==> config.mk <==
export PLATFORM = sky130hd
export DESIGN_NAME = id_ex_stage_reg
export DESIGN_NICKNAME = d
export VERILOG_FILES = /design/src/rtl/pipe_pkg.sv /design/src/rtl/pipe_bundle_reg.sv /design/src/rtl/id_ex_stage_reg.sv
export SDC_FILE = /design/constraint.sdc
export NUM_CORES = 1
export LEC_CHECK = 0
export BUFFER_PORTS_ARGS = -buffer_cell sky130_fd_sc_hd__buf_4
export CELL_PAD_IN_SITES_DETAIL_PLACEMENT = 1
export CELL_PAD_IN_SITES_GLOBAL_PLACEMENT = 1
export CORE_AREA = 4 4 255 132
export DETAILED_ROUTE_END_ITERATION = 8
export DIE_AREA = 0 0 259 136
export PLACE_DENSITY = 0.77
export SETUP_SLACK_MARGIN = 0.4
export SLEW_MARGIN = 10
export SYNTH_ARGS = -nofsm -noshare
export SYNTH_HDL_FRONTEND = slang
export SYNTH_SLANG_ARGS = --single-unit
==> constraint.sdc <==
create_clock -name clk -period 2.4 [get_ports clk]
set_clock_uncertainty 0.2 [all_clocks]
set_input_delay 0.24 -clock clk [delete_from_list [all_inputs] [get_ports clk]]
set_output_delay 0.24 -clock clk [all_outputs]
set_load 0.01 [all_outputs]
==> src/rtl/pipe_pkg.sv <==
// Shared types for the ID->EX pipeline register: default field widths,
// the packed bundle carried from decode to execute, and the skid FSM states.
package pipe_pkg;

  localparam int DEF_DW   = 32;
  localparam int DEF_RW   = 5;
  localparam int DEF_WB_W = 2;
  localparam int DEF_M_W  = 3;
  localparam int DEF_EX_W = 4;

  // One decode->execute bundle at the default widths, control fields first.
  typedef struct packed {
    logic [DEF_WB_W-1:0] wb;
    logic [DEF_M_W-1:0]  m;
    logic [DEF_EX_W-1:0] ex;
    logic [DEF_DW-1:0]   npc;
    logic [DEF_DW-1:0]   rdata1;
    logic [DEF_DW-1:0]   rdata2;
    logic [DEF_DW-1:0]   sext;
    logic [DEF_RW-1:0]   rt;
    logic [DEF_RW-1:0]   rd;
  } id_ex_bundle_t;

  typedef enum logic [1:0] {
    EMPTY = 2'd0,
    ONE   = 2'd1,
    FULL  = 2'd2
  } skid_state_t;

  // Number of held bundles for a given FSM state.
  function automatic logic [1:0] occ_of(skid_state_t s);
    case (s)
      EMPTY:   occ_of = 2'd0;
      ONE:     occ_of = 2'd1;
      FULL:    occ_of = 2'd2;
      default: occ_of = 2'd0;
    endcase
  endfunction

endpackage

==> src/rtl/pipe_bundle_reg.sv <==
// Width-parametrised enable register with asynchronous active-low clear.
// Used for both the main (output) register and the skid register.
module pipe_bundle_reg #(
  parameter int W = 8
) (
  input  logic         clk,
  input  logic         rst_n,
  input  logic         en,
  input  logic [W-1:0] d,
  output logic [W-1:0] q
);

  // Load on enable, otherwise hold; clear immediately on reset.
  always_ff @(posedge clk or negedge rst_n) begin
    if (!rst_n)  q <= '0;
    else if (en) q <= d;
  end

endmodule

==> src/rtl/id_ex_stage_reg.sv <==
// ID->EX pipeline register with valid/ready handshake and a 2-entry skid
// buffer. The main register always holds the oldest bundle (what execute
// sees); the skid register catches one extra bundle accepted while execute
// stalls, so in_ready can be registered with no path from out_ready.
module id_ex_stage_reg
  import pipe_pkg::*;
#(
  parameter int DW       = DEF_DW,
  parameter int RW       = DEF_RW,
  parameter int WB_W     = DEF_WB_W,
  parameter int M_W      = DEF_M_W,
  parameter int EX_W     = DEF_EX_W,
  parameter bit ZERO_BUB = 1'b1
) (
  input  logic            clk,
  input  logic            rst_n,
  input  logic            flush,
  input  logic            in_valid,
  output logic            in_ready,
  input  logic [WB_W-1:0] in_wb,
  input  logic [M_W-1:0]  in_m,
  input  logic [EX_W-1:0] in_ex,
  input  logic [DW-1:0]   in_npc,
  input  logic [DW-1:0]   in_rdata1,
  input  logic [DW-1:0]   in_rdata2,
  input  logic [DW-1:0]   in_sext,
  input  logic [RW-1:0]   in_rt,
  input  logic [RW-1:0]   in_rd,
  output logic            out_valid,
  input  logic            out_ready,
  output logic [WB_W-1:0] out_wb,
  output logic [M_W-1:0]  out_m,
  output logic [EX_W-1:0] out_ex,
  output logic [DW-1:0]   out_npc,
  output logic [DW-1:0]   out_rdata1,
  output logic [DW-1:0]   out_rdata2,
  output logic [DW-1:0]   out_sext,
  output logic [RW-1:0]   out_rt,
  output logic [RW-1:0]   out_rd,
  output logic [1:0]      occ
);

  localparam int BW = WB_W + M_W + EX_W + 4*DW + 2*RW;

  skid_state_t   state, state_nxt;
  logic          accept, consume;
  logic          main_en, skid_en, main_from_skid;
  logic [BW-1:0] in_flat, main_d, main_q, skid_q;

  logic [WB_W-1:0] main_wb;
  logic [M_W-1:0]  main_m;
  logic [EX_W-1:0] main_ex;

  assign accept  = in_valid  & in_ready;
  assign consume = out_valid & out_ready;

  assign in_flat = {in_wb, in_m, in_ex, in_npc, in_rdata1, in_rdata2,
                    in_sext, in_rt, in_rd};

  // Draining FULL refills the main register from skid; otherwise from input.
  assign main_d = main_from_skid ? skid_q : in_flat;

  // Next state and register enables; flush wins over any accept/consume and
  // blocks all loads so the datapath outputs keep their last values.
  always_comb begin
    state_nxt      = state;
    main_en        = 1'b0;
    skid_en        = 1'b0;
    main_from_skid = 1'b0;
    case (state)
      EMPTY: begin
        if (accept) begin
          state_nxt = ONE;
          main_en   = 1'b1;
        end
      end
      ONE: begin
        if (accept && consume) begin
          main_en = 1'b1;
        end else if (accept) begin
          state_nxt = FULL;
          skid_en   = 1'b1;
        end else if (consume) begin
          state_nxt = EMPTY;
        end
      end
      FULL: begin
        if (consume) begin
          state_nxt      = ONE;
          main_en        = 1'b1;
          main_from_skid = 1'b1;
        end
      end
      default: state_nxt = EMPTY;
    endcase
    if (flush) begin
      state_nxt = EMPTY;
      main_en   = 1'b0;
      skid_en   = 1'b0;
    end
  end

  // State plus registered handshake/occupancy outputs derived from it.
  always_ff @(posedge clk or negedge rst_n) begin
    if (!rst_n) begin
      state     <= EMPTY;
      in_ready  <= 1'b1;
      out_valid <= 1'b0;
      occ       <= 2'd0;
    end else begin
      state     <= state_nxt;
      in_ready  <= (state_nxt != FULL);
      out_valid <= (state_nxt != EMPTY);
      occ       <= occ_of(state_nxt);
    end
  end

  pipe_bundle_reg #(.W(BW)) u_main (
    .clk   (clk),
    .rst_n (rst_n),
    .en    (main_en),
    .d     (main_d),
    .q     (main_q)
  );

  pipe_bundle_reg #(.W(BW)) u_skid (
    .clk   (clk),
    .rst_n (rst_n),
    .en    (skid_en),
    .d     (in_flat),
    .q     (skid_q)
  );

  assign {main_wb, main_m, main_ex, out_npc, out_rdata1, out_rdata2,
          out_sext, out_rt, out_rd} = main_q;

  // Bubbles carry zero control so execute never writes a register or
  // touches memory for an invalid slot.
  generate
    if (ZERO_BUB) begin : g_zero_bub
      assign out_wb = out_valid ? main_wb : '0;
      assign out_m  = out_valid ? main_m  : '0;
      assign out_ex = out_valid ? main_ex : '0;
    end else begin : g_hold_ctl
      assign out_wb = main_wb;
      assign out_m  = main_m;
      assign out_ex = main_ex;
    end
  endgenerate

endmodule

==> impl_metrics.toml <==
[run_status]
run_status = "complete, but fails checks"
failed_checks = "hold timing"

[detailed_routing]
drtIter0Drc = 366
antenna_left = 0
drt_drc_violations_left = 0
drt_wl_total_um = 48300
routed-via-count = 9387
wl_per_cell_um = 26.6
routed_via_density = 5.17
number_of_iterations_in_the_first_detailed_routing_pass = 4

[clocking]
clock_tree.root_cell = "sky130_fd_sc_hd__clkbuf_16"
max-clock-path-buffers = 3
clkSlewWorstSetupHoldPaths_ns = 0.08
cts-htree-levels = 1
cts_inserted_buffers = 29
clkLatencyLatePin_ns = 0.58
clkSinkCount = 300
cts_tree = "done"

[place]
dp_hpwl_um = 23400
port-buffer-count = 302
gp_congestion = 0.746
detailed_place.area_um2 = 15900

[setup_path]
critPathCaptureType = "flip-flop"
timing.critical_path.from_type = "flip-flop"
register_to_register_setup_slack_ns = 0.08
crit_path_max_fanout = 9
worst_r2r_endpoint = "u_main.q[46]"
number_of_cells_on_the_worst_reg_to_reg_path = 7
critPathArrivalTime_ns = 2.58
timing.critical_path.from = "state[0]"
critical_path_class = "flip-flop to flip-flop"
critical_path_required_ns = 2.65
critPathCapture = "u_main.q[46]"
r2r-start = "state[0]"

[power]
cellPowerDensity_nw_per_um2 = 919
leakage_nw = 9.29
total_power_mw = 18.8
vdd_drop_max_uv = 585

[logic_synthesis]
ys_ff_latch = 300
syn-instance-count = 955
avgSynthCellArea_um2 = 14.6
synth.yosys.seq_area_share_pct = 53.8
post_syn_nets = 1107
ys_warn_count = 0
synthesis.area_um2 = 14000
synth_cell_type_count = 19

[cells_and_area]
drive_gt1_share_pct = 65.4
final_area_um2 = 20500
finalNetCount = 1509
fillers = 2845
flow.area_growth_from_synthesis_pct = 46.6

[floorplan]
die_width_um = 259
core_area_um2 = 31400
die_h_um = 136
die_area_um2 = 35200
rows = 46
pin_count = 303
floorplan.initialDensity_pct = 44.5

[sta]
minimum_hold_slack_ns = -0.0340
relSlewSlack_pct = 51.1
layout_worst_path_cycle_share_pct = 96.8
tightest_slew_ns = 0.731
hold_viol = 31
fmaxAchievable_mhz = 431
setup_tns_ns = 0
grt_setup_unrepaired = "yes"
setup_viol = 0
final-max-slew-violation-count = 0
min_period_ns = 2.32

[global_routing]
grt_antenna_before_repair = 5
grt_total_ovfl = 0
first_global_vias = 10700
grt_pass1_wl_um = 66600
grt_util_all_layers_pct = 24.6
pin_count_of_the_biggest_net_entering_global_routing = 65

[flow_run]
max_cap_viol_count = 0

[min_path]
hold_path_class = "input pin to async pin"
[repair_timing]
| action | in CTS | in global routing |
|---|---|---|
| buffers inserted | 26 | 9 |
| resized for setup | 92 | 81 |
| hold buffers | 153 | 0 |
| cloned | 21 | 16 |
| pin swaps | 3 | 3 |
| setup endpoints to repair | 292 | 317 |
| endpoints found under the hold margin | 600 | 0 |
[area by class of cell]
class,instances,area (µm²),share of cell area (%)
clock inverters,15,229,1.12
well taps,432,541,2.64
diodes,5,12.5,0.0611
repair buffers,558,5780,28.3
multi-input cells,467,5560,27.2
inverters,1,3.75,0.0183
flip-flops and latches,300,7510,36.7
clock buffers,39,823,4.02
[routing by layer]
metal	up-vias	share of wire [%]	GRT usage (%)
met5	-	0	0
met4	0	4.3	9.43
met3	109	3.4	3.59
met2	267	53	46.4
met1	4970	39	28.5
li1	4041	-	-
[logic make-up after synthesis]
group / synth area share [%]
AO/OA/AOI/OAI: 0.502
buffers and inverters: 9.39
flip-flops: 53.8
multiplexers: 35.6
AND/OR/NAND/NOR: 0.788
[how the worst min path moves through the flow]
stage / start / endpoint / slack [ns] / cells past startpoint
finish: rst_n / u_main.q[93] / -0.03 / 2
global route: rst_n / u_main.q[93] / -0.003 / 2
CTS: rst_n / u_main.q[126] / -0.03 / 2
detailed placement: rst_n / u_main.q[126] / 0.006 / 1
global placement: rst_n / u_main.q[126] / -0.001 / 1
floorplan: rst_n / occ[0] / -0.26 / 0
[through the flow]
step	utilization, %	hold WS [ns]	setup WS [ns]	instances
floorplan	-	-0.256	0.388	955
global placement	50.8	-0.00109	0.230	1533
detailed placement	50.8	0.00641	0.134	1533
CTS	62.8	-0.0268	0.204	1787
global route	65.3	-0.00275	0.0447	1817
finish	65.3	-0.0340	0.0776	1817
[cells in the mapped netlist (all sizes together)]
cell    count  area [µm²]
nand2       1        3.75
a221oi      1        15.0
inv         1        3.75
nand4b      2        17.5
nand2b      1        6.26
mux2      441        4970
nand3b      2        15.0
nor3b       1        7.51
buf       183        1290
a21oi       3        15.0
a21bo       1        10.0
nor2        1        3.75
dfstp       1        26.3
clkbuf      4        15.0
dfrtp     299        7480
a21o        4        30.0
and2        9        56.3
[power breakdown]
part / internal (mW) / switching [mW] / total (mW) / leakage (nW)
clock: 3.05 / 2.19 / 5.24 / 0.526
sequential: 6.88 / 1.20 / 8.08 / 3.58
combinational: 3.45 / 2.04 / 5.48 / 5.19
total: 13.4 / 5.42 / 18.8 / 9.29
[placed cells by master (no fill, tap or decap), drive strengths merged, types with 2 or more instances in the layout]
cell type,count
mux2,441
buf,391
dfrtp,299
dlygate4sd3,153
clkbuf,52
and2,9
clkinv,8
bufinv,6
diode,5
a21o,4
a21oi,3
nand3b,2
nand4b,2
inv,2
[state kept, by name (all words and copies together) (netlist names)]
name and cells:
in_ready 1, out_valid 1, occ 2, u_skid.q 147, state 2, u_main.q 147
[worst max-delay path, cell delays in order, from the launching register on]
cell	delay (ns)
sky130_fd_sc_hd__dfrtp_2	0.43
sky130_fd_sc_hd__nand4b_1	0.31
sky130_fd_sc_hd__a221oi_4	0.33
sky130_fd_sc_hd__buf_4	0.20
sky130_fd_sc_hd__buf_12	0.16
sky130_fd_sc_hd__buf_12	0.11
sky130_fd_sc_hd__buf_16	0.13
sky130_fd_sc_hd__mux2_2	0.34
Note: power is estimated with default switching activity, not from simulation.
